--- src/rtl/next_pc_pkg.sv ---
`default_nettype none
// =============================================================================
// next_pc_pkg : shared types and defaults for the next-PC unit
// Rev 1.0
// =============================================================================
package next_pc_pkg;

    localparam int AW_DEF = 16;
    localparam logic [15:0] RESET_VEC_DEF = 16'h0000;

    typedef enum logic [1:0] {
        ST_RUN  = 2'd0,
        ST_HALT = 2'd1
    } state_t;

    function automatic int ras_ptr_w(input int depth);
        return $clog2(depth);
    endfunction

endpackage : next_pc_pkg
`default_nettype wire

--- src/rtl/ras_stack.sv ---
`default_nettype none
// =============================================================================
// ras_stack : circular return-address stack; a push while full drops the oldest
// Rev 1.0
// =============================================================================
module ras_stack
    import next_pc_pkg::*;
#(
    parameter int AW    = AW_DEF,
    parameter int DEPTH = 4
) (
    input  logic                        clk,
    input  logic                        rst_n,
    input  logic                        push,
    input  logic [AW-1:0]               push_data,
    input  logic                        pop,
    output logic [AW-1:0]               top_data,
    output logic                        full,
    output logic                        empty,
    output logic [ras_ptr_w(DEPTH):0]   cnt,
    output logic                        ovf_evt,
    output logic                        unf_evt
);

    localparam int PW = ras_ptr_w(DEPTH);
    localparam logic [PW-1:0] c_ptr_one = PW'(1);
    localparam logic [PW:0]   c_cnt_one = (PW+1)'(1);
    localparam logic [PW:0]   c_cnt_max = (PW+1)'(DEPTH);

    logic [AW-1:0] r_mem [DEPTH];
    logic [PW-1:0] r_wp;
    logic [PW:0]   r_cnt;

    // r_wp is the next free slot; the top of stack sits just below it
    assign top_data = r_mem[r_wp - c_ptr_one];
    assign full     = (r_cnt == c_cnt_max);
    assign empty    = (r_cnt == '0);
    assign cnt      = r_cnt;
    assign ovf_evt  = push & full;
    assign unf_evt  = pop & empty;

    always_ff @(posedge clk) begin
        if (!rst_n) begin
            r_wp  <= '0;
            r_cnt <= '0;
        end else if (push) begin
            r_wp <= r_wp + c_ptr_one;
            if (!full) begin
                r_cnt <= r_cnt + c_cnt_one;
            end
        end else if (pop && !empty) begin
            r_wp  <= r_wp - c_ptr_one;
            r_cnt <= r_cnt - c_cnt_one;
        end
    end

    always_ff @(posedge clk) begin
        if (rst_n && push) begin
            r_mem[r_wp] <= push_data;
        end
    end

endmodule : ras_stack
`default_nettype wire

--- src/rtl/next_pc_unit.sv ---
`default_nettype none
// =============================================================================
// next_pc_unit : priority next-address mux with RUN/HALT control and a RAS
// Rev 1.0
// =============================================================================
module next_pc_unit
    import next_pc_pkg::*;
#(
    parameter int            AW        = AW_DEF,
    parameter int            RAS_DEPTH = 4,
    parameter logic [AW-1:0] RESET_VEC = AW'(RESET_VEC_DEF)
) (
    input  logic                            clk,
    input  logic                            rst_n,
    input  logic [AW-1:0]                   pc,
    input  logic                            stall,
    input  logic                            br_taken,
    input  logic [AW-1:0]                   br_target,
    input  logic                            call,
    input  logic [AW-1:0]                   call_target,
    input  logic                            ret,
    input  logic                            halt,
    input  logic                            resume,
    output logic [AW-1:0]                   next_pc,
    output logic                            flush,
    output logic                            halted,
    output logic [ras_ptr_w(RAS_DEPTH):0]   ras_cnt,
    output logic                            ras_ovf,
    output logic                            ras_unf
);

    state_t        r_state;
    state_t        w_state_nxt;
    logic          r_flush;
    logic          r_halted;
    logic          r_ras_ovf;
    logic          r_ras_unf;

    logic [AW-1:0] w_pc_inc;
    logic          w_redirect;
    logic          w_push;
    logic          w_pop;
    logic [AW-1:0] w_ras_top;
    logic          w_ras_full;
    logic          w_ras_empty;
    logic          w_ovf_evt;
    logic          w_unf_evt;

    assign w_pc_inc = pc + AW'(1);

    ras_stack #(
        .AW    (AW),
        .DEPTH (RAS_DEPTH)
    ) u_ras (
        .clk       (clk),
        .rst_n     (rst_n),
        .push      (w_push),
        .push_data (w_pc_inc),
        .pop       (w_pop),
        .top_data  (w_ras_top),
        .full      (w_ras_full),
        .empty     (w_ras_empty),
        .cnt       (ras_cnt),
        .ovf_evt   (w_ovf_evt),
        .unf_evt   (w_unf_evt)
    );

    always_comb begin
        next_pc     = w_pc_inc;
        w_state_nxt = r_state;
        w_redirect  = 1'b0;
        w_push      = 1'b0;
        w_pop       = 1'b0;
        if (!rst_n) begin
            next_pc = RESET_VEC;
        end else begin
            case (r_state)
                ST_RUN: begin
                    if (stall) begin
                        next_pc = pc;
                    end else if (br_taken) begin
                        next_pc    = br_target;
                        w_redirect = 1'b1;
                    end else if (ret) begin
                        // empty-stack pop only raises the underflow event
                        w_pop = 1'b1;
                        if (!w_ras_empty) begin
                            next_pc    = w_ras_top;
                            w_redirect = 1'b1;
                        end
                    end else if (call) begin
                        next_pc    = call_target;
                        w_push     = 1'b1;
                        w_redirect = 1'b1;
                    end else if (halt) begin
                        next_pc     = pc;
                        w_state_nxt = ST_HALT;
                    end
                end
                ST_HALT: begin
                    next_pc = pc;
                    if (resume && !stall) begin
                        next_pc     = w_pc_inc;
                        w_state_nxt = ST_RUN;
                    end
                end
                default: begin
                    w_state_nxt = ST_RUN;
                end
            endcase
        end
    end

    always_ff @(posedge clk) begin
        if (!rst_n) begin
            r_state   <= ST_RUN;
            r_flush   <= 1'b0;
            r_halted  <= 1'b0;
            r_ras_ovf <= 1'b0;
            r_ras_unf <= 1'b0;
        end else begin
            r_state   <= w_state_nxt;
            r_flush   <= w_redirect;
            r_halted  <= (w_state_nxt == ST_HALT);
            r_ras_ovf <= r_ras_ovf | (w_ovf_evt & w_ras_full);
            r_ras_unf <= r_ras_unf | w_unf_evt;
        end
    end

    assign flush   = r_flush;
    assign halted  = r_halted;
    assign ras_ovf = r_ras_ovf;
    assign ras_unf = r_ras_unf;

endmodule : next_pc_unit
`default_nettype wire

--- config.mk ---
export PLATFORM = sky130hd
export DESIGN_NAME = next_pc_unit
export DESIGN_NICKNAME = d
export VERILOG_FILES = /design/src/rtl/next_pc_pkg.sv /design/src/rtl/ras_stack.sv /design/src/rtl/next_pc_unit.sv
export SDC_FILE = /design/constraint.sdc
export NUM_CORES = 1
export LEC_CHECK = 0
export CAP_MARGIN = 40
export CORE_ASPECT_RATIO = 0.9
export CORE_MARGIN = 2
export CORE_UTILIZATION = 53
export CTS_CLUSTER_SIZE = 28
export DETAILED_ROUTE_END_ITERATION = 8
export GPL_ROUTABILITY_DRIVEN = 0
export GPL_TIMING_DRIVEN = 0
export PLACE_DENSITY = 0.8
export SLEW_MARGIN = 25
export SYNTH_ARGS = -nofsm -noshare
export SYNTH_HDL_FRONTEND = slang
export SYNTH_SLANG_ARGS = --single-unit
--- constraint.sdc ---
create_clock -name clk -period 2.89 [get_ports clk]
set_input_delay 0.289 -clock clk [delete_from_list [all_inputs] [get_ports clk]]
set_output_delay 0.289 -clock clk [all_outputs]
set_load 0.05 [all_outputs]
==> impl_table.tex, run 1 <==
\begin{tabular}{lr}
\hline
Metric & Value \\
\hline
\multicolumn{2}{l}{\textbf{Routing}} \\
\quad Iter 0 DRT Violations & 409 \\
\quad Via count normalized by instance count & about 6.7 \\
\quad Routed vias & 3,718 \\
\quad Antenna viol nets, final & 0 \\
\quad Final wirelength & roughly 13,000 µm \\
\quad Post-route DRC & 0 \\
\quad Number of search-and-repair iterations in the first detailed-routing pass & 6 \\
\quad Average wire length per cell after detail routing & $\sim$23 µm \\
\multicolumn{2}{l}{\textbf{Worst setup path}} \\
\quad Worst Setup Start Kind & primary input \\
\quad Critical path data required time & 2600 ps \\
\quad Highest net fanout along the worst path & 10 \\
\quad Startpoint of the worst register-to-register path & r\_state[1]\$\_SDFF\_PN0\_ \\
\quad Critical register-to-register path endpoint & u\_ras.cnt[2]\$\_SDFFE\_PN0P\_ \\
\quad Critical Path End & next\_pc[15] \\
\quad Register-to-register path setup slack & 680 ps \\
\quad Sort of element at the end of the critical path & output pin \\
\quad Critical path type & primary input to output pin \\
\quad Critical path origin & stall \\
\quad Arrival time reported for the critical path endpoint & 2530 ps \\
\quad Worst r2r path cells & 9 \\
\multicolumn{2}{l}{\textbf{Finish}} \\
\quad Number of antenna diodes & 0 \\
\quad Signed area change from the synthesized netlist to the final layout & 28.3\% \\
\quad Multi-input logic area & 0.00206 mm² \\
\quad Net count of the finished layout & 512 \\
\quad Storage cell area & 0.00215 mm² \\
\quad Fill cell total of the finished layout & 560 \\
\quad Core Util, Final & 0.701 \\
\quad Proportion of layout cells with a drive suffix above 1 & 0.251 \\
\multicolumn{2}{l}{\textbf{Floorplan}} \\
\quad Top Ports & 79 \\
\quad Placeable core region & $\sim$0.0080 mm² \\
\quad Die Width & 99.9 µm \\
\quad Floorplan row count & 31 \\
\quad Starting density of the core & 0.546 \\
\quad Die footprint & 0.00901 mm² \\
\quad Die Y-Extent & 90.3 µm \\
\multicolumn{2}{l}{\textbf{Status}} \\
\quad Outcome & finished, final reports clean \\
\multicolumn{2}{l}{\textbf{Pwr}} \\
\quad Power density normalized to cell area & 437 mW/mm² \\
\quad Leakage & 0.00195 µW \\
\quad IR Drop Worst-Case VDD & roughly 0.00025 V \\
\multicolumn{2}{l}{\textbf{Synthesis}} \\
\quad EDFF count, synth & 64 \\
\quad Post-synthesis instance area & 0.00438 mm² \\
\quad Most numerous cell types in the synthesized netlist & sky130\_fd\_sc\_hd\_\_edfxtp\_1, sky130\_fd\_sc\_hd\_\_nor2\_1, sky130\_fd\_sc\_hd\_\_a21oi\_1 \\
\quad Number of warnings printed during yosys synthesis & 0 \\
\quad Post-synthesis average cell area & 12.4 µm² \\
\quad Synthesized instance count & 353 \\
\quad Synthesized Nets & 415 \\
\quad Share of the synthesized area in the top cell type & 0.438 \\
\quad Cell with the most instances after synthesis & sky130\_fd\_sc\_hd\_\_edfxtp\_1 \\
\quad Largest cells by area after synthesis & sky130\_fd\_sc\_hd\_\_edfxtp\_1, sky130\_fd\_sc\_hd\_\_mux4\_2, sky130\_fd\_sc\_hd\_\_dfxtp\_1 \\
\quad Main synth FF type & sky130\_fd\_sc\_hd\_\_edfxtp\_1 \\
\quad Sequential-to-total area share from yosys stat & 0.489 \\
\quad Async set-or-reset flop fraction in the synthesized netlist & 0 \\
\quad Leading area contributor after synthesis & sky130\_fd\_sc\_hd\_\_edfxtp\_1 \\
\quad Flop and latch count out of synthesis & 75 \\
\quad Number of library cell types mapped by synthesis & between 60 and 70 \\
\multicolumn{2}{l}{\textbf{STA}} \\
\quad Transition at the pin with the smallest max-transition slack & 847 ps \\
\quad Clock tree skew after final layout & 10.6 ps \\
\quad Slew HR & 0.434 \\
\quad Worst Slack Setup Final & 72.9 ps \\
\quad Final Hold Viols & 0 \\
\quad Number of setup violations in the final report & 0 \\
\quad Period minus WS final & approximately 2800 ps \\
\quad Upper clock frequency limit & roughly 350 MHz \\
\quad Number of pins with negative max-slew slack in the final report & 0 \\
\quad Final worst path period share & 0.975 \\
\multicolumn{2}{l}{\textbf{Clocking}} \\
\quad Clock Latency Late Sink & 370 ps \\
\quad Clock buffer depth & 2 \\
\quad Clock root buffer & sky130\_fd\_sc\_hd\_\_clkbuf\_8 \\
\quad Total CTS buffers & 9 \\
\quad Sinks on Clock Net & between 70 and 80 \\
\quad Clock tree from TritonCTS & yes \\
\quad H-Tree Depth & 3 \\
\quad Register clock-pin slew on the reported worst setup and hold paths & 80 ps \\
\multicolumn{2}{l}{\textbf{Placement}} \\
\quad HPWL after detailed placement & 9050 µm \\
\quad Placement Setup Slack & -716 ps \\
\quad Port buffer count & 73 \\
\multicolumn{2}{l}{\textbf{Global routing}} \\
\quad Initial antenna violation count & 0 \\
\quad Sum of overflow across all layers after global routing & 0 \\
\quad Via count of the first global-routing pass & between 3,000 and 4,000 \\
\quad Tot GR Track Use & 0.290 \\
\quad First-pass GRT wire length & 19,500 µm \\
\quad Maximum number of pins on one net before global-route repair & 14 \\
\multicolumn{2}{l}{\textbf{Flow run}} \\
\quad Max-cap violations & 0 \\
\multicolumn{2}{l}{\textbf{Hold path}} \\
\quad Hold/Removal Path Class & primary input to flip-flop \\
\hline
\end{tabular}
==> power by group <==
group	total [µW]	internal [µW]	switching (µW)
clock network	788	395	393
logic	486	196	290
registers	1180	1180	5.25
==> critical path, cell delays in order <==
cell,delay [ps]
sky130_fd_sc_hd__clkdlybuf4s50_1,650
sky130_fd_sc_hd__and2b_1,300
sky130_fd_sc_hd__clkbuf_4,250
sky130_fd_sc_hd__a221oi_1,370
sky130_fd_sc_hd__a21oi_1,120
sky130_fd_sc_hd__o21a_1,200
sky130_fd_sc_hd__clkdlybuf4s15_2,330
==> state kept, by name, summed over array words and instances (netlist names) <==
| signal | flops |
|---|---|
| ras_unf | 1 |
| flush | 1 |
| r_state | 2 |
| u_ras.r_mem | 64 |
| ras_ovf | 1 |
| u_ras.cnt | 3 |
| halted | 1 |
| u_ras.r_wp | 2 |
==> area by class of cell <==
cell class / instances / share of cell area
Clock inverter: 7 / 0.0120
Tap cell: 99 / 0.0220
Clock buffer: 9 / 0.0220
Multi-Input combinational cell: 237 / 0.365
Sequential cell: 75 / 0.381
Timing Repair Buffer: 86 / 0.144
Inverter: 13 / 0.00867
Buffer: 28 / 0.0440
==> repair_timing <==
action,in CTS,in global routing
buffers inserted,3,6
endpoints found under the setup margin,16,15
gates resized for setup,94,16
pin swaps,4,3
hold buffers,0,0
endpoints found under the hold margin,0,0
==> through the flow <==
stage | std cells | setup TNS, ps | cell area [µm²] | power (µW) | hold slack [ps]
after global placement | 525 | -10270 | 5250 | 1670 | 457
final | 554 | 0 | 5630 | 2460 | 410
after CTS | 548 | -54.9 | 5510 | 2440 | 389
after global routing | 554 | -2.24 | 5630 | 2540 | 397
after detailed placement | 529 | -9200 | 5310 | 1680 | 466
after floorplan | 353 | 0 | 4390 | 1480 | 466
==> cells by family after synthesis <==
family          synth area share
other cells             0.000856
compound gates             0.190
fa+ha+maj                 0.0188
xor+xnor                  0.0411
buf+inv                   0.0599
flops                      0.489
mux                       0.0854
simple gates               0.115
==> worst min-delay path by stage <==
stage / slack, ps / from / end / cells past startpoint
final: 410 / pc[2] / u_ras.r_mem[2][2]$_DFFE_PP_ / 2
after global routing: 400 / pc[2] / u_ras.r_mem[2][2]$_DFFE_PP_ / 2
after CTS: 390 / pc[6] / u_ras.r_mem[1][6]$_DFFE_PP_ / 2
after detailed placement: 470 / ras_ovf$_SDFF_PN0_ / ras_ovf$_SDFF_PN0_ / 2
after global placement: 460 / ras_ovf$_SDFF_PN0_ / ras_ovf$_SDFF_PN0_ / 2
after floorplan: 470 / pc[0] / u_ras.r_mem[0][0]$_DFFE_PP_ / 1
==> cells in the final DEF (no fill, tap or decap), types with 7 or more instances in the layout <==
cell type	synthesis	layout
sky130_fd_sc_hd__edfxtp_1	64	64
sky130_fd_sc_hd__clkdlybuf4s50_1	0	54
sky130_fd_sc_hd__nor2_1	23	23
sky130_fd_sc_hd__a21oi_1	22	21
sky130_fd_sc_hd__buf_2	10	19
sky130_fd_sc_hd__mux4_2	15	15
sky130_fd_sc_hd__o21ai_0	15	15
sky130_fd_sc_hd__o221ai_1	14	14
sky130_fd_sc_hd__buf_4	3	13
sky130_fd_sc_hd__a221oi_1	13	13
sky130_fd_sc_hd__inv_1	13	12
sky130_fd_sc_hd__clkbuf_8	3	11
sky130_fd_sc_hd__dfxtp_1	11	10
sky130_fd_sc_hd__o21a_1	8	8
sky130_fd_sc_hd__xor2_1	7	7
sky130_fd_sc_hd__xnor2_1	8	7
==> per-layer routing <==
metal	GRT usage	wire [µm]	up-vias	part of all wire
met5	0	0	-	0
met4	0.127	466	0	0.036
met3	0.0666	1460	50	0.11
met2	0.423	5880	294	0.45
met1	0.416	5160	1774	0.40
li1	-	-	1600	-
Power figures use the tool's default switching activity.
==> run 2, diff against run 1 <==
--- a/config.mk
+++ b/config.mk
@@ -5,13 +5,13 @@
 export SDC_FILE = /design/constraint.sdc
 export NUM_CORES = 1
 export LEC_CHECK = 0
+export ABC_AREA = 1
 export CAP_MARGIN = 40
 export CORE_ASPECT_RATIO = 0.9
 export CORE_MARGIN = 2
 export CORE_UTILIZATION = 53
 export CTS_CLUSTER_SIZE = 28
 export DETAILED_ROUTE_END_ITERATION = 8
-export GPL_ROUTABILITY_DRIVEN = 0
 export GPL_TIMING_DRIVEN = 0
 export PLACE_DENSITY = 0.8
 export SLEW_MARGIN = 25
==> run 2 against run 1 <==
  * Largest power group unchanged
  * Routed wire length grew 11%
  * Combinational power shrank 4.7%
  * Via count grew 20%
  * Synthesized cell count grew 50%
  * Non-clock buffer count shrank 7
  * Sequential share of layout area shrank 0.70 points
  * Global-route usage grew 3.6 points
  * Hold slack lost 17 ps
  * First-iteration DRC count grew 20%
  * Power shrank 1.4%
  * Cell count grew 32%
  * The run now ends with DRC left
  * Worst setup slack gained 30 ps
==> impl_table.tex, run 2 <==
\begin{tabular}{lr}
\hline
Metric & Value \\
\hline
\multicolumn{2}{l}{\textbf{Synthesis}} \\
\quad Most numerous cell types in the synthesized netlist & sky130\_fd\_sc\_hd\_\_nand2\_1, sky130\_fd\_sc\_hd\_\_nor2\_1, sky130\_fd\_sc\_hd\_\_edfxtp\_1 (was sky130\_fd\_sc\_hd\_\_edfxtp\_1, sky130\_fd\_sc\_hd\_\_nor2\_1, sky130\_fd\_sc\_hd\_\_a21oi\_1) \\
\quad Main synth FF type & sky130\_fd\_sc\_hd\_\_edfxtp\_1 (unchanged) \\
\quad Adder and majority cell fraction of the synthesized area & 0.0187 (was 0.0188) \\
\quad Fraction of the mapped netlist area in compound gates & 0.171 (was 0.190) \\
\quad Post-synthesis instance area & 0.00441 mm² (was 0.00438 mm²) \\
\quad EDFF count, synth & 64 (unchanged) \\
\quad Number of warnings printed during yosys synthesis & 0 (unchanged) \\
\quad Number of library cell types mapped by synthesis & 39 (was 69) \\
\quad Cell with the most instances after synthesis & sky130\_fd\_sc\_hd\_\_nand2\_1 (was sky130\_fd\_sc\_hd\_\_edfxtp\_1) \\
\quad Xor and xnor fraction of the mapped netlist area & 0.0179 (was 0.0411) \\
\quad Synthesized-area fraction occupied by and/or/nand/nor cells & 0.238 (was 0.115) \\
\quad Synthesized Nets & 593 (was 415) \\
\quad Post-synthesis average cell area & 8.31 µm² (was 12.4 µm²) \\
\quad Flop and latch count out of synthesis & 75 (unchanged) \\
\quad Largest cells by area after synthesis & sky130\_fd\_sc\_hd\_\_edfxtp\_1, sky130\_fd\_sc\_hd\_\_nand2\_1, sky130\_fd\_sc\_hd\_\_nor2\_1 (was sky130\_fd\_sc\_hd\_\_edfxtp\_1, sky130\_fd\_sc\_hd\_\_mux4\_2, sky130\_fd\_sc\_hd\_\_dfxtp\_1) \\
\quad Largest family of logic cells by synthesized area & simple AND/OR/NAND/NOR gates (was compound AO/OA/AOI/OAI gates) \\
\quad Synthesized instance count & 531 (was 353) \\
\quad Leading area contributor after synthesis & sky130\_fd\_sc\_hd\_\_edfxtp\_1 (unchanged) \\
\quad Share of the synthesized area in the top cell type & 0.436 (was 0.438) \\
\quad Share of cell area taken by muxes after synthesis & 0 (was 0.0854) \\
\quad Sequential-to-total area share from yosys stat & 0.486 (was 0.489) \\
\quad Async set-or-reset flop fraction in the synthesized netlist & 0 (unchanged) \\
\multicolumn{2}{l}{\textbf{Finish}} \\
\quad Number of non-filler instances in the completed layout & 732 (was 554) \\
\quad Post-route standard cell area excluding fillers & 0.00572 mm² (was 0.00563 mm²) \\
\quad Proportion of layout cells with a drive suffix above 1 & 0.153 (was 0.251) \\
\quad Max reg flops & 64 (unchanged) \\
\quad Number of antenna diodes & 0 (unchanged) \\
\quad Leading cell type in the layout, fill and taps excluded & sky130\_fd\_sc\_hd\_\_nand2\_1 (was sky130\_fd\_sc\_hd\_\_edfxtp\_1) \\
\quad Most used cells in the layout excluding fill and tap cells & sky130\_fd\_sc\_hd\_\_nand2\_1, sky130\_fd\_sc\_hd\_\_edfxtp\_1, sky130\_fd\_sc\_hd\_\_nor2\_1, sky130\_fd\_sc\_hd\_\_clkdlybuf4s50\_1, sky130\_fd\_sc\_hd\_\_inv\_1 (was sky130\_fd\_sc\_hd\_\_edfxtp\_1, sky130\_fd\_sc\_hd\_\_clkdlybuf4s50\_1, sky130\_fd\_sc\_hd\_\_nor2\_1, sky130\_fd\_sc\_hd\_\_a21oi\_1, sky130\_fd\_sc\_hd\_\_buf\_2) \\
\quad Largest register by flop count & u\_ras.r\_mem (unchanged) \\
\quad Signed area change from the synthesized netlist to the final layout & 29.8\% (was 28.3\%) \\
\quad Net count of the finished layout & 690 (was 512) \\
\multicolumn{2}{l}{\textbf{Placement}} \\
\quad HPWL after detailed placement & 10,400 µm (was 9050 µm) \\
\quad Placed Instance Area & 0.00539 mm² (was 0.00531 mm²) \\
\quad Port buffer count & 77 (was 73) \\
\quad Final Wtd Congestion & $\sim$1.0 \\
\quad Placed instance count & 711 (was 529) \\
\multicolumn{2}{l}{\textbf{Floorplan}} \\
\quad Die Y-Extent & 90.6 µm (was 90.3 µm) \\
\quad Floorplan row count & 31 (unchanged) \\
\quad Top Ports & 79 (unchanged) \\
\quad Starting density of the core & 0.547 (was 0.546) \\
\quad Die Width & 100 µm (was 99.9 µm) \\
\quad Die footprint & 0.00907 mm² (was 0.00901 mm²) \\
\quad Placeable core region & 0.00807 mm² (was 0.00803 mm²) \\
\multicolumn{2}{l}{\textbf{Routing}} \\
\quad Antenna viol nets, final & 0 (unchanged) \\
\quad Average wire length per cell after detail routing & 19.6 µm (was 23.4 µm) \\
\quad Iter 0 DRT Violations & 491 (was 409) \\
\quad Final wirelength & 14,400 µm (was 13,000 µm) \\
\quad Number of search-and-repair iterations in the first detailed-routing pass & 8 (was 6) \\
\quad Routed vias & 4,471 (was 3,718) \\
\quad Via count normalized by instance count & 6.11 (was 6.71) \\
\quad Post-route DRC & 1 (was 0) \\
\multicolumn{2}{l}{\textbf{Global routing}} \\
\quad Via count of the first global-routing pass & 4,335 (was 3,596) \\
\quad Sum of overflow across all layers after global routing & 0 (unchanged) \\
\quad Initial antenna violation count & 0 (unchanged) \\
\quad Tot GR Track Use & 0.326 (was 0.290) \\
\quad Maximum number of pins on one net before global-route repair & 16 (was 14) \\
\quad First-pass GRT wire length & 22,300 µm (was 19,500 µm) \\
\multicolumn{2}{l}{\textbf{Worst setup path}} \\
\quad Arrival time reported for the critical path endpoint & 2500 ps (was 2530 ps) \\
\quad Peak per-stage delay on the critical path & 340 ps (was 650 ps) \\
\quad Top delay family on crit path & buffers and inverters (unchanged) \\
\quad Critical register-to-register path endpoint & u\_ras.r\_mem[3][6]\$\_DFFE\_PP\_ (was u\_ras.cnt[2]\$\_SDFFE\_PN0P\_) \\
\quad Sort of element at the end of the critical path & output pin (unchanged) \\
\quad Sum of buffers and inverters on the critical path & 6 (was 3) \\
\quad Critical path data required time & 2600 ps (about the same) \\
\quad Cell breakdown of the critical path & buf\_6 > inv\_8 > buf\_12 > ha\_4 > inv\_4 > bufbuf\_16 > nand3\_1 > a21oi\_1 > nor3\_1 > nor2\_1 > nor2\_2 > buf\_6 (was clkdlybuf4s50\_1 > and2b\_1 > clkbuf\_4 > a221oi\_1 > a21oi\_1 > o21a\_1 > clkdlybuf4s15\_2) \\
\quad Critical path's slowest cell & sky130\_fd\_sc\_hd\_\_dfxtp\_2 (was sky130\_fd\_sc\_hd\_\_clkdlybuf4s50\_1) \\
\quad Critical path type & flip-flop to output pin (was primary input to output pin) \\
\quad Worst Setup Start Kind & flip-flop (was primary input) \\
\quad Highest net fanout along the worst path & 15 (was 10) \\
\quad Cell occurring most often along the worst timing path & sky130\_fd\_sc\_hd\_\_buf\_6 \\
\quad Worst r2r path cells & 6 (was 9) \\
\quad Startpoint of the worst register-to-register path & r\_state[1]\$\_SDFF\_PN0\_ (unchanged) \\
\quad Register-to-register path setup slack & 700 ps (was 680 ps) \\
\multicolumn{2}{l}{\textbf{STA}} \\
\quad Clock tree skew after final layout & 6.64 ps (was 10.6 ps) \\
\quad Slew HR & 0.560 (was 0.434) \\
\quad Number of setup violations in the final report & 0 (unchanged) \\
\quad Upper clock frequency limit & 359 MHz (was 355 MHz) \\
\quad WHS & 393 ps (was 410 ps) \\
\quad Final worst path period share & 0.964 (was 0.975) \\
\quad Period minus WS final & 2790 ps (was 2820 ps) \\
\quad Number of pins with negative max-slew slack in the final report & 0 (unchanged) \\
\quad Final TNS setup & 0 ps (unchanged) \\
\quad RSZ-0062 raised after global routing & no \\
\quad Transition at the pin with the smallest max-transition slack & 660 ps (was 847 ps) \\
\quad Final Hold Viols & 0 (unchanged) \\
\multicolumn{2}{l}{\textbf{Hold path}} \\
\quad Hold Path Origin & rst\_n (was pc[2]) \\
\quad Hold/Removal Path Class & primary input to flip-flop (unchanged) \\
\quad Min-Delay Path Depth & 3 (was 2) \\
\quad Terminating pin of the worst hold path & flush\$\_SDFF\_PP0\_ (was u\_ras.r\_mem[2][2]\$\_DFFE\_PP\_) \\
\multicolumn{2}{l}{\textbf{Pwr}} \\
\quad Power density normalized to cell area & 424 mW/mm² (was 437 mW/mm²) \\
\quad IR Drop Worst-Case VDD & 0.000267 V (was 0.000252 V) \\
\quad Part of the total power dissipated in the clock network & 0.321 (about the same) \\
\quad Net switching fraction of the power & 0.278 (was 0.280) \\
\quad Sequential cell fraction of total power & 0.488 (was 0.482) \\
\quad Leakage & 0.00222 µW (was 0.00195 µW) \\
\quad Total net switching power & 675 µW (was 689 µW) \\
\quad Combinational cell fraction of total power & 0.191 (was 0.198) \\
\quad P\_int & 1750 µW (was 1770 µW) \\
\quad Pwr Total & 2420 µW (was 2460 µW) \\
\multicolumn{2}{l}{\textbf{Clocking}} \\
\quad Clock buffer depth & 2 (unchanged) \\
\quad Cts-stage hold buffer count & 0 (unchanged) \\
\quad Sinks on Clock Net & 75 (unchanged) \\
\quad Clock root buffer & sky130\_fd\_sc\_hd\_\_clkbuf\_8 (unchanged) \\
\quad H-Tree Depth & 3 (unchanged) \\
\quad Register clock-pin slew on the reported worst setup and hold paths & 80 ps (about the same) \\
\quad Clock Latency Late Sink & 350 ps (was 370 ps) \\
\quad Total CTS buffers & 9 (unchanged) \\
\quad Clock tree from TritonCTS & yes (unchanged) \\
\multicolumn{2}{l}{\textbf{Status}} \\
\quad Violations in the final reports & DRC \\
\quad Outcome & finished with violations (was finished, final reports clean) \\
\multicolumn{2}{l}{\textbf{Flow run}} \\
\quad Max-cap violations & 0 (unchanged) \\
\hline
\end{tabular}
[run 2: cell count changes after synthesis, moves of 8 or more]
| cell | before | now |
|---|---|---|
| sky130_fd_sc_hd__a21oi_1 | 22 | 32 |
| sky130_fd_sc_hd__inv_1 | 13 | 46 |
| sky130_fd_sc_hd__mux4_2 | 15 | 0 |
| sky130_fd_sc_hd__nand2_1 | 7 | 109 |
| sky130_fd_sc_hd__nand3_1 | 7 | 27 |
| sky130_fd_sc_hd__nor2_1 | 23 | 70 |
| sky130_fd_sc_hd__o211ai_1 | 2 | 12 |
| sky130_fd_sc_hd__o21ai_0 | 15 | 43 |
| sky130_fd_sc_hd__o221ai_1 | 14 | 6 |
| sky130_fd_sc_hd__xnor2_1 | 8 | 0 |
[run 2: per-layer routing]
metal  track usage  up-vias  wire length [µm]
li1              -     2038                 -
met1         0.431     2074              5590
met2         0.513      317              6670
met3        0.0898       42              1780
met4         0.115        0               347
met5             0        -                 0
[run 2: kinds of logic after synthesis]
logic type      count (synthesis)
compound gates                127
xor+xnor                        9
flops                          75
simple gates                  240
buf+inv                        73
fa+ha+maj                       6
other cells                     1
[run 2: how the worst max path moves through the flow]
stage / start / end / slack, ps / depth (start not counted)
final: u_ras.r_wp[0]$_SDFFE_PN0P_ / next_pc[3] / 100 / 12
after global routing: u_ras.r_wp[0]$_SDFFE_PN0P_ / next_pc[3] / 20 / 12
after CTS: u_ras.r_wp[0]$_SDFFE_PN0P_ / next_pc[13] / 40 / 15
after detailed placement: u_ras.r_wp[0]$_SDFFE_PN0P_ / next_pc[6] / -920 / 12
after global placement: u_ras.r_wp[0]$_SDFFE_PN0P_ / next_pc[6] / -800 / 12
after floorplan: u_ras.r_wp[0]$_SDFFE_PN0P_ / next_pc[13] / 30 / 15
[run 2: power by group through the flow]
stage	registers (µW)	logic, µW	clock network (µW)
after floorplan	1210	239	0
after global placement	1210	430	0
after detailed placement	1210	438	0
after CTS	1180	449	783
after global routing	1180	493	816
final	1180	463	779
[run 2: repair_timing]
item / CTS / global route
pin swaps: 6 / 6
gates cloned: 1 / 0
endpoints found under the setup margin: 16 / 12
resized for setup: 112 / 10
buffers inserted: 5 / 1
[run 2: metrics by stage]
| step | setup WS, ps | utilization |
|---|---|---|
| 2_1_floorplan | 29.3 | - |
| 3_3_place_gp | -802 | 0.661 |
| 3_5_place_dp | -923 | 0.668 |
| 4_1_cts | 37.5 | 0.708 |
| 5_1_grt | 19.5 | 0.710 |
| 6_report | 103 | 0.710 |
[run 2: worst reg2reg max path: stages, from the launching register on]
cell                      delay, ps
sky130_fd_sc_hd__dfxtp_1        350
sky130_fd_sc_hd__nor2_2         300
sky130_fd_sc_hd__nand3_2        170
sky130_fd_sc_hd__nor2_4         160
sky130_fd_sc_hd__nand2_2        190
sky130_fd_sc_hd__nor2_2         480
sky130_fd_sc_hd__buf_6          240
[run 2: layout make-up]
cell class              instances  area, µm²
fillers                       612       2340
flip-flops and latches         75       2140
multi-input cells             383       2050
repair buffers                 88        882
inverters                      52        205
plain buffers                  19        130
clock buffers                  10        128
well taps                      99        124
clock inverters                 6       63.8
==> run 3, diff against run 2 <==
--- a/config.mk
+++ b/config.mk
@@ -6,9 +6,8 @@
 export NUM_CORES = 1
 export LEC_CHECK = 0
 export ABC_AREA = 1
-export CAP_MARGIN = 40
+export CAP_MARGIN = 20
 export CORE_ASPECT_RATIO = 0.9
-export CORE_MARGIN = 2
 export CORE_UTILIZATION = 53
 export CTS_CLUSTER_SIZE = 28
 export DETAILED_ROUTE_END_ITERATION = 8
==> run 3 against run 2 <==
  * The run still ends with DRC left
  * Clock power grew 16%
  * Hold slack lost 34 ps
  * Die area shrank 4.2%
  * Clock skew grew 2.8 ps
  * Routed wire length shrank 2.2%
  * Global-route usage shrank 0.14 points
  * Largest power group unchanged
  * Highest routed layer unchanged
==> impl_table.tex, run 3 (same netlist as run 2, synthesis figures left out) <==
\begin{tabular}{lr}
\hline
Metric & Value \\
\hline
\multicolumn{2}{l}{\textbf{Worst setup path}} \\
\quad Critical path type & flip-flop to output pin (unchanged) \\
\quad Highest net fanout along the worst path & 15 (unchanged) \\
\quad Arrival time reported for the critical path endpoint & 2530 ps (was 2500 ps) \\
\quad Critical path data required time & 2600 ps (about the same) \\
\quad Sort of element at the end of the critical path & output pin (unchanged) \\
\quad Worst Setup Start Kind & flip-flop (unchanged) \\
\multicolumn{2}{l}{\textbf{Floorplan}} \\
\quad Die Width & 98.2 µm (was 100 µm) \\
\quad Die Y-Extent & 88.6 µm (was 90.6 µm) \\
\quad Die footprint & 0.00869 mm² (was 0.00907 mm²) \\
\quad Starting density of the core & 0.547 (unchanged) \\
\quad Floorplan row count & 31 (unchanged) \\
\quad Placeable core region & 0.00807 mm² (unchanged) \\
\quad Top Ports & 79 (unchanged) \\
\multicolumn{2}{l}{\textbf{STA}} \\
\quad Upper clock frequency limit & 355 MHz (was 359 MHz) \\
\quad Final Hold Viols & 0 (unchanged) \\
\quad Final TNS setup & 0 ps (unchanged) \\
\quad Slew HR & 0.581 (was 0.560) \\
\quad Transition at the pin with the smallest max-transition slack & 626 ps (was 660 ps) \\
\quad Clock tree skew after final layout & 9.47 ps (was 6.64 ps) \\
\quad Number of setup violations in the final report & 0 (unchanged) \\
\quad RSZ-0062 raised after global routing & yes (was no) \\
\quad Number of pins with negative max-slew slack in the final report & 0 (unchanged) \\
\quad Final worst path period share & 0.975 (was 0.964) \\
\quad Period minus WS final & 2820 ps (was 2790 ps) \\
\multicolumn{2}{l}{\textbf{Clocking}} \\
\quad Cts-stage hold buffer count & 0 (unchanged) \\
\quad Register clock-pin slew on the reported worst setup and hold paths & 80 ps (about the same) \\
\quad Clock Latency Late Sink & 350 ps (about the same) \\
\quad Clock root buffer & sky130\_fd\_sc\_hd\_\_clkbuf\_8 (unchanged) \\
\quad Clock buffer depth & 2 (unchanged) \\
\quad Total CTS buffers & 9 (unchanged) \\
\quad Clock tree from TritonCTS & yes (unchanged) \\
\quad H-Tree Depth & 3 (unchanged) \\
\quad Sinks on Clock Net & 75 (unchanged) \\
\multicolumn{2}{l}{\textbf{Routing}} \\
\quad Final wirelength & 14,100 µm (was 14,400 µm) \\
\quad Iter 0 DRT Violations & 439 (was 491) \\
\quad Post-route DRC & 1 (unchanged) \\
\quad Antenna viol nets, final & 0 (unchanged) \\
\quad Number of search-and-repair iterations in the first detailed-routing pass & 7 (was 8) \\
\quad Via count normalized by instance count & 6.02 (was 6.11) \\
\quad Average wire length per cell after detail routing & 19.2 µm (was 19.6 µm) \\
\quad Routed vias & 4,407 (was 4,471) \\
\multicolumn{2}{l}{\textbf{Hold path}} \\
\quad Hold/Removal Path Class & primary input to flip-flop (unchanged) \\
\multicolumn{2}{l}{\textbf{Finish}} \\
\quad Proportion of layout cells with a drive suffix above 1 & 0.152 (was 0.153) \\
\quad Number of non-filler instances in the completed layout & 732 (unchanged) \\
\quad Max reg flops & 64 (unchanged) \\
\quad Leading cell type in the layout, fill and taps excluded & sky130\_fd\_sc\_hd\_\_nand2\_1 (unchanged) \\
\quad Largest register by flop count & u\_ras.r\_mem (unchanged) \\
\quad Signed area change from the synthesized netlist to the final layout & 30.2\% (was 29.8\%) \\
\quad Net count of the finished layout & 690 (unchanged) \\
\quad Number of antenna diodes & 0 (unchanged) \\
\quad Fill cell total of the finished layout & 654 (was 612) \\
\quad Most used cells in the layout excluding fill and tap cells & sky130\_fd\_sc\_hd\_\_nand2\_1, sky130\_fd\_sc\_hd\_\_nor2\_1, sky130\_fd\_sc\_hd\_\_edfxtp\_1, sky130\_fd\_sc\_hd\_\_clkdlybuf4s50\_1, sky130\_fd\_sc\_hd\_\_inv\_1 (was sky130\_fd\_sc\_hd\_\_nand2\_1, sky130\_fd\_sc\_hd\_\_edfxtp\_1, sky130\_fd\_sc\_hd\_\_nor2\_1, sky130\_fd\_sc\_hd\_\_clkdlybuf4s50\_1, sky130\_fd\_sc\_hd\_\_inv\_1) \\
\multicolumn{2}{l}{\textbf{Placement}} \\
\quad Final Wtd Congestion & 0.938 (was 1.04) \\
\quad HPWL after detailed placement & 10,300 µm (was 10,400 µm) \\
\quad Port buffer count & 77 (unchanged) \\
\quad Placed instance count & 711 (unchanged) \\
\multicolumn{2}{l}{\textbf{Global routing}} \\
\quad Global Route met2 Usage & 0.538 (was 0.513) \\
\quad Met1 GRT Util & 0.423 (was 0.431) \\
\quad Tot GR Track Use & 0.324 (was 0.326) \\
\quad Maximum number of pins on one net before global-route repair & 16 (unchanged) \\
\quad M3 GR Usage & 0.0885 (was 0.0898) \\
\quad Initial antenna violation count & 0 (unchanged) \\
\quad Sum of overflow across all layers after global routing & 0 (unchanged) \\
\quad First-pass GRT wire length & 20,800 µm (was 22,300 µm) \\
\quad Most Crowded Layer GR & met2 (unchanged) \\
\quad Via count of the first global-routing pass & 4,070 (was 4,335) \\
\multicolumn{2}{l}{\textbf{Pwr}} \\
\quad Power density normalized to cell area & 443 mW/mm² (was 424 mW/mm²) \\
\quad Pwr Total & 2540 µW (was 2420 µW) \\
\quad Sequential cell fraction of total power & 0.465 (was 0.488) \\
\quad Total net switching power & 700 µW (was 675 µW) \\
\quad Combinational cell fraction of total power & 0.180 (was 0.191) \\
\quad Part of the total power dissipated in the clock network & 0.355 (was 0.321) \\
\quad IR Drop Worst-Case VDD & 0.000199 V (was 0.000267 V) \\
\quad Net switching fraction of the power & 0.275 (was 0.278) \\
\quad P\_int & 1840 µW (was 1750 µW) \\
\quad Leakage & 0.00222 µW (about the same) \\
\multicolumn{2}{l}{\textbf{Flow run}} \\
\quad Max-cap violations & 0 (unchanged) \\
\multicolumn{2}{l}{\textbf{Status}} \\
\quad Outcome & finished with violations (unchanged) \\
\quad Violations in the final reports & DRC (unchanged) \\
\hline
\end{tabular}
run 3: cell count changes in the layout (fill, tap and decap cells not counted), moves of 2 or more:
cell / change
sky130_fd_sc_hd__nor2_2: -3
sky130_fd_sc_hd__clkdlybuf4s15_2: -2
sky130_fd_sc_hd__nor2_1: +3
sky130_fd_sc_hd__o21ai_1: +2
run 3: timing repair:
item	CTS	global route
setup endpoints to repair	16	14
setup buffers	4	0
pin swaps	4	15
gates resized for setup	104	27
cloned	0	2
run 3: power by group through the flow:
stage / registers [µW] / logic [µW] / clock network [µW]
4_1_cts: 1180 / 434 / 903
2_1_floorplan: 1210 / 239 / 0
3_5_place_dp: 1210 / 436 / 0
3_3_place_gp: 1210 / 429 / 0
5_1_grt: 1180 / 486 / 957
6_report: 1180 / 458 / 903
run 3: stage by stage:
step	util	area, µm²	setup WS (ps)	hold slack (ps)
after floorplan	-	4430	29.3	489
after global placement	0.661	5330	-827	458
after detailed placement	0.668	5390	-914	486
after CTS	0.699	5640	5.11	346
after global routing	0.712	5740	-8.00	355
final	0.712	5740	73.2	359
run 3: final timing paths:
kind / start / endpoint / depth (start not counted) / slack (ps)
setup / recovery: u_ras.r_wp[0]$_SDFFE_PN0P_ / next_pc[6] / 11 / 70
hold / removal: rst_n / flush$_SDFF_PP0_ / 3 / 360
setup reg to reg: r_state[1]$_SDFF_PN0_ / u_ras.cnt[2]$_SDFFE_PN0P_ / 8 / 730
hold reg to reg: ras_ovf$_SDFF_PN0_ / ras_ovf$_SDFF_PN0_ / 2 / 500
run 3: layer usage:
| metal | wire length (µm) | vias to the layer above |
|---|---|---|
| met5 | 0 | - |
| met4 | 304 | 0 |
| met3 | 1680 | 34 |
| met2 | 6540 | 284 |
| met1 | 5550 | 2051 |
| li1 | - | 2038 |
run 3: final cells by class:
cell class                 instances  area (µm²)  share of cell area
multi-input combinational        383        2050               0.356
clock inverter                     7         100              0.0174
timing repair buffer              87         853               0.149
inverter                          52         208              0.0362
tap                               99         124              0.0216
clock buffer                       9         124              0.0216
sequential                        75        2140               0.373
buffer                            20         145              0.0253
run 3: critical path: stages (launching register included):
cell,delay (ps)
sky130_fd_sc_hd__dfxtp_2,360
sky130_fd_sc_hd__buf_6,120
sky130_fd_sc_hd__inv_6,60
sky130_fd_sc_hd__buf_12,150
sky130_fd_sc_hd__ha_4,280
sky130_fd_sc_hd__buf_8,130
sky130_fd_sc_hd__clkbuf_8,170
sky130_fd_sc_hd__o21ai_0,110
sky130_fd_sc_hd__o211ai_1,300
sky130_fd_sc_hd__nand4_1,160
sky130_fd_sc_hd__a21oi_2,150
sky130_fd_sc_hd__buf_6,170
